==> src/rtl/ring_rr_arbiter.sv <==
// Round-robin arbiter: one-hot rotating pointer picks the next owner; the grant is held until done, request drop or hold limit.
// Grant appears 1 edge after request; one idle cycle separates consecutive grants.
module ring_rr_arbiter #(
    parameter int N        = 4,
    parameter int MAX_HOLD = 8
) (
    input  logic                 clk,
    input  logic                 rst,
    input  logic [N-1:0]         req,
    input  logic [N-1:0]         done,
    output logic [N-1:0]         gnt,
    output logic [$clog2(N)-1:0] grant_id,
    output logic                 busy,
    output logic                 timeout,
    output logic [N-1:0]         ptr
);
    localparam int IW = $clog2(N);
    localparam int HW = $clog2(MAX_HOLD);

    localparam logic [0:0] IDLE = 1'b0;
    localparam logic [0:0] HOLD = 1'b1;

    logic [0:0]    state;
    logic [HW-1:0] hcnt;
    logic          win_found;
    logic [IW-1:0] win_idx;
    logic          owner_release;
    logic          limit_hit;

    // Scan requests starting at the pointer position, wrapping around the ring.
    always_comb begin
        int pidx;
        int idx;
        pidx      = 0;
        idx       = 0;
        win_found = 1'b0;
        win_idx   = '0;
        for (int i = 0; i < N; i++) begin
            if (ptr[i]) pidx = i;
        end
        for (int k = 0; k < N; k++) begin
            idx = (pidx + k) % N;
            if (!win_found && req[idx]) begin
                win_found = 1'b1;
                win_idx   = IW'(idx);
            end
        end
    end

    assign owner_release = done[grant_id] || !req[grant_id];
    assign limit_hit     = (hcnt == HW'(MAX_HOLD - 1));

    always_ff @(posedge clk or posedge rst) begin
        if (rst) begin
            state    <= IDLE;
            ptr      <= N'(1);
            gnt      <= '0;
            grant_id <= '0;
            busy     <= 1'b0;
            timeout  <= 1'b0;
            hcnt     <= '0;
        end else begin
            timeout <= 1'b0;
            case (state)
                IDLE: begin
                    if (win_found) begin
                        gnt      <= N'(1) << win_idx;
                        grant_id <= win_idx;
                        busy     <= 1'b1;
                        hcnt     <= '0;
                        state    <= HOLD;
                    end
                end
                HOLD: begin
                    if (owner_release || limit_hit) begin
                        timeout  <= !owner_release;
                        ptr      <= {gnt[N-2:0], gnt[N-1]};
                        gnt      <= '0;
                        grant_id <= '0;
                        busy     <= 1'b0;
                        hcnt     <= '0;
                        state    <= IDLE;
                    end else begin
                        hcnt <= hcnt + HW'(1);
                    end
                end
                default: state <= IDLE;
            endcase
        end
    end
endmodule

==> config.mk <==
export PLATFORM = sky130hd
export DESIGN_NAME = ring_rr_arbiter
export DESIGN_NICKNAME = d
export VERILOG_FILES = /design/src/rtl/ring_rr_arbiter.sv
export SDC_FILE = /design/constraint.sdc
export NUM_CORES = 1
export LEC_CHECK = 0
export BUFFER_PORTS_ARGS = -buffer_cell sky130_fd_sc_hd__buf_2
export CORE_MARGIN = 4
export CORE_UTILIZATION = 53
export DETAILED_ROUTE_END_ITERATION = 6
export PLACE_DENSITY = 0.78
export SETUP_SLACK_MARGIN = 0.1
export SYNTH_ARGS = -nofsm -noshare
export SYNTH_HDL_FRONTEND = slang
export SYNTH_SLANG_ARGS = --single-unit
==> constraint.sdc <==
create_clock -name clk -period 2.61 [get_ports clk]
set_input_delay 0.522 -clock clk [delete_from_list [all_inputs] [get_ports clk]]
set_output_delay 0.522 -clock clk [all_outputs]
set_load 0.05 [all_outputs]
## Yosys cells after proc, flatten, opt, wreduce, memory -nomap -nowiden

Cells that the tools add are included.

- Register bits after elaboration: 16
- Output and inout bits: 12
- Word-level logic and storage cells: 85

- $add $sub $neg: 4
- Order comparisons: 5
- Equality and inequality tests: 3
- Shift operators: 1
- Multiplexer cells: 44
- Bitwise gates (word level): 5
- Reductions and logical operators: 16

Operators by type and width:

| kind | number |
|---|---|
| 32-bit by 3-bit adder with 32-bit output, second input constant | 2 |
| 32-bit by 2-bit adder with 32-bit output, second input constant | 1 |
| 32-bit two-way mux | 1 |
| 1-bit two-way mux | 21 |
| 3-bit by 4-bit < comparator with 1-bit output, second input constant | 4 |
| 2-bit two-way mux | 7 |
| 1-bit binary-select mux with 2-bit select | 6 |
| 4-bit two-way mux | 2 |
| 4-bit one-hot mux with 2 select lines | 1 |
| 2-bit OR reduction | 4 |
| 3-bit two-way mux | 2 |
| 3-bit one-hot mux with 2 select lines | 1 |
| 1-bit logical NOT | 5 |
| 1-bit AND | 4 |
| 1-bit one-hot mux with 2 select lines | 2 |
| 2-bit one-hot mux with 2 select lines | 1 |
| 2-bit AND reduction | 2 |
| 1-bit by 2-bit << shifter with 4-bit output, first input constant | 1 |
| 3-bit by 1-bit adder with 3-bit output, second input constant | 1 |
| 3-bit == test, second input constant | 1 |
| 1-bit logical AND | 3 |
| 2-bit by 3-bit < comparator with 1-bit output, second input constant | 1 |
| 1-bit logical OR | 2 |
| 2-bit by 1-bit != test with 1-bit output, second input constant | 1 |
| other kinds (2) | 2 |

## Depth between registers and ports, before layout

- Depth after elaboration: 21
- Depth in mapped cells: 6
- Mapped depth without buffers: 5

## Worst setup path after synthesis

No wires, ideal clock.

- Path kind: register -> register
- Start point: register ptr[1]
- End point: register gnt[2]
- Setup time: 0.083 ns
- Arrival: 2.017 ns
- Required time: 2.527 ns
- Path slack: 0.510 ns
- Cell stages (with the launch flop): 7
- Buffers on the path: 1
- Clock period less this slack: 2.100 ns
- Path through: dfrtp_1 buf_6 mux2_4 o211a_1 a2111o_1 o21ba_4 o22ai_1

- Word-level cells in the longest chain between the ends: 19

RTL lines:

| item | line | source |
|---|---|---|
| from (decl) | 15 | `output logic [N-1:0] ptr` |
| from (signal assigned) | 77 | `ptr <= {gnt[N-2:0], gnt[N-1]};` |
| 1-bit two-way mux (*) | 39 | `if (ptr[i]) pidx = i;` |
| 2-bit two-way mux (*) | 39 |  |
| 32-bit two-way mux (*) | 39 |  |
| branches (longest 16 deep; another with 32-bit by 2-bit adder with 32-bit output) | -- |  |
| to (signal assigned) | 67 | `gnt <= N'(1) << win_idx;` |
| to (decl) | 11 | `output logic [N-1:0] gnt,` |

Mark *: on every way between the ends. The select of a mux whose other input is x is not followed.
A chain may end at the register's enable or synchronous reset.

## Worst setup path in the final report

- Start point: register ptr[1]
- End point: register hcnt[0]

- Word-level cells in the longest chain between the ends: 17

RTL lines:

| item | line | source |
|---|---|---|
| 1-bit two-way mux (*) | 39 |  |
| 2-bit two-way mux (*) | 39 |  |
| 32-bit two-way mux (*) | 39 |  |
| branches (longest 12 deep; another with 32-bit by 2-bit adder with 32-bit output) | -- |  |
| 1-bit two-way mux (*) | 43 | `if (!win_found && req[idx]) begin` |
| 2-bit != test (no source line) (*) | -- |  |
| to (signal assigned) | 84 | `hcnt <= hcnt + HW'(1);` |
| to (decl) | 24 | `logic [HW-1:0] hcnt;` |

Marked as above.

==> run metrics <==
status=finished clean; Ant. Diodes=0; Synth top cells by count=dfrtp_1, inv_1, a21oi_1, nor2b_1; worst path cell trace=mux2_4, o211a_1, a2111o_1, nor2_1, mux2_2; via count=811; TritonCTS clock tree=built; WP data arrival=approximately 2.2 ns; Power Internal=0.717 mW; Top FF cell, synth=dfrtp_1; top cells by area, synth=dfrtp_1, mux2i_1, nor2b_1; critical path endpoint category=flip-flop; crit path time final=approximately 2 ns; Synth Area per Inst=approximately 10 um2; footprint of the multi-input gates=slightly above 500 um2; gr usage total=0.188; WP data required=approximately 2.8 ns; drt pass-1 iters=4; post-cts sizing count=0; Worst Setup Start Kind=flip-flop; H-tree levels=1; synth-to-layout area growth=13.6%; Final Util=0.642; Tcrit/Tclk final=0.770; design area=roughly 1100 um2; post-synthesis cell type count=36; register area=402 um2; CP max-delay cell=dfrtp_1; stages on the worst setup path=5; Final #Nets=around 130; worst-margin pin slew=0.601 ns; TNS Setup=0 ns; number of remaining DRC errors=0; Slew headroom=0.599; Skew-Pair Late Insertion Delay=~0.29 ns; Post-synth EDFFs=0; register bit total from synthesis=16; Port Buffers=21; initial antenna violation count=0; vias in the first global route=794; Pwr per Cell Area=between 1000 and 1500 nW/um2; Flop pwr share=0.302; Core Area=between 1500 and 2000 um2; CTS clk-pin slew, worst paths=about 0.09 ns; Detail Route Antenna Nets=0; DR iter-0 viols=26; WHS=0.280 ns; total power draw=approximately 1.5 mW; R2R cell count=5; Final GP Congestion=around 0.86; register area share after synthesis=0.407; Synth top area share=0.380; LEAKAGE=between 0.5 and 0.6 nW; worst vdd ir=roughly 740 uV; num rows=15; kind of cell adding the most delay to the critical path=flip-flops; syn_nets=~110; Via density=about 5.6; clk_skew=0.00385 ns; Worst Hold Class=in -> async; layout cells sized above 1=0.256; buffer count from post-CTS setup fixing=0; filler cell count=between 100 and 150; placed cells=roughly 140; f_max=between 400 and 500 MHz; CP max stage delay=roughly 0.59 ns; CP max FO=10; # clock sinks=16; Fin. Hold Viols=0; Initial Util=0.566; largest buffer count on any clock path=2; die width=between 50 and 60 um; first-pass GRT wire length=between 3000 and 4000 um; # setup viols final=0; switch share=0.509; Crit Path Class=reg -> reg; Die Ht=slightly above 50 um; MaxCap Viol Count=0; Mapped Area=987 um2; RSZ-0062 raised after global routing=no; ys async rst share=1.00; # IOs=22; Root Buffer=clkbuf_4; Overflow after GRT=0; pins over their slew limit=0; top-count cell post-synth=dfrtp_1; DP Area=1090 um2; Post-Route WL=2070 um; Finished Layout Cells=146; Die Footprint=between 2000 and 3000 um2; WL/cell=14.2 um; clock buffer count from CTS=3; Ys Warns=0; Comb power frac=0.604; CP Buf/Inv Count=0; Post-Syn Instances=approximately 100; Synth area leader=dfrtp_1; switching power=around 0.74 mW; setup ws final=between 0.6 and 0.7 ns; Clk pwr share=0.094; hold_buf cts=0; largest net degree at the start of global routing=17; DPL Wire Length=1560 um; pre-CTS setup slack=0.583 ns
==> metal layers <==
layer	global-route usage	part of all wire
met1	0.255	0.47
met4	0.0807	0.017
met5	0	0
met3	0.0612	0.086
met2	0.273	0.42
==> registers in the layout, summed over array words and instances, names as in the netlist <==
name      cells
gnt           4
ptr           4
hcnt          3
grant_id      2
busy          1
state         1
timeout       1
==> power by group through the flow <==
| stage | combinational (mW) | clock, mW | sequential, mW |
|---|---|---|---|
| after CTS | 0.883 | 0.143 | 0.441 |
| after global placement | 0.865 | 0 | 0.440 |
| after detailed placement | 0.879 | 0 | 0.444 |
| after floorplan | 0.572 | 0 | 0.591 |
| final | 0.882 | 0.137 | 0.441 |
| after global routing | 0.958 | 0.152 | 0.463 |
==> kinds of logic (layout without fill, tap and decap cells) <==
family	after synthesis	in the layout	synth area share
AOI/OAI and AO/OA	31	31	0.229
and+or+nand+nor	27	27	0.148
DFF	16	16	0.407
buffers and inverters	15	35	0.0672
muxes	10	10	0.123
adders and majority gates	2	2	0.0253
==> path summary, 6_finish.rpt <==
kind / start / to / slack [ns]
worst max register to register: ptr[1] / hcnt[0] / 0.60
max in group asynchronous: rst / ptr[2] / 1.94
worst max-delay path: ptr[1] / hcnt[0] / 0.60
min in group clk: hcnt[2] / hcnt[2] / 0.52
worst min register to register: hcnt[2] / hcnt[2] / 0.52
worst min-delay path: rst / gnt[3] / 0.28
==> cell usage in the layout (no fill, tap or decap), types with 2 or more instances in the layout <==
cell type | Yosys | routed
nand3_1 | 2 | 2
nand2_1 | 4 | 4
nor3b_1 | 2 | 2
mux2i_1 | 5 | 5
a21oi_1 | 8 | 8
ha_1 | 2 | 2
o21ai_0 | 2 | 2
a22o_1 | 2 | 2
o22ai_1 | 5 | 5
nor2b_1 | 8 | 8
o211ai_1 | 2 | 2
mux2_2 | 3 | 3
nor2_1 | 5 | 5
o22a_1 | 2 | 2
nand2b_1 | 2 | 2
clkbuf_4 | 0 | 3
buf_2 | 1 | 21
o211a_1 | 2 | 2
dfrtp_1 | 15 | 15
inv_1 | 10 | 10
a221oi_1 | 2 | 2
==> cell type report <==
type,count,area share
Tap cell,25,0.0279
Sequential cell,16,0.358
Clock buffer,4,0.0234
Multi-Input combinational cell,70,0.463
Timing Repair Buffer,21,0.0937
Inverter,10,0.0335
Power figures use the tool's default switching activity.
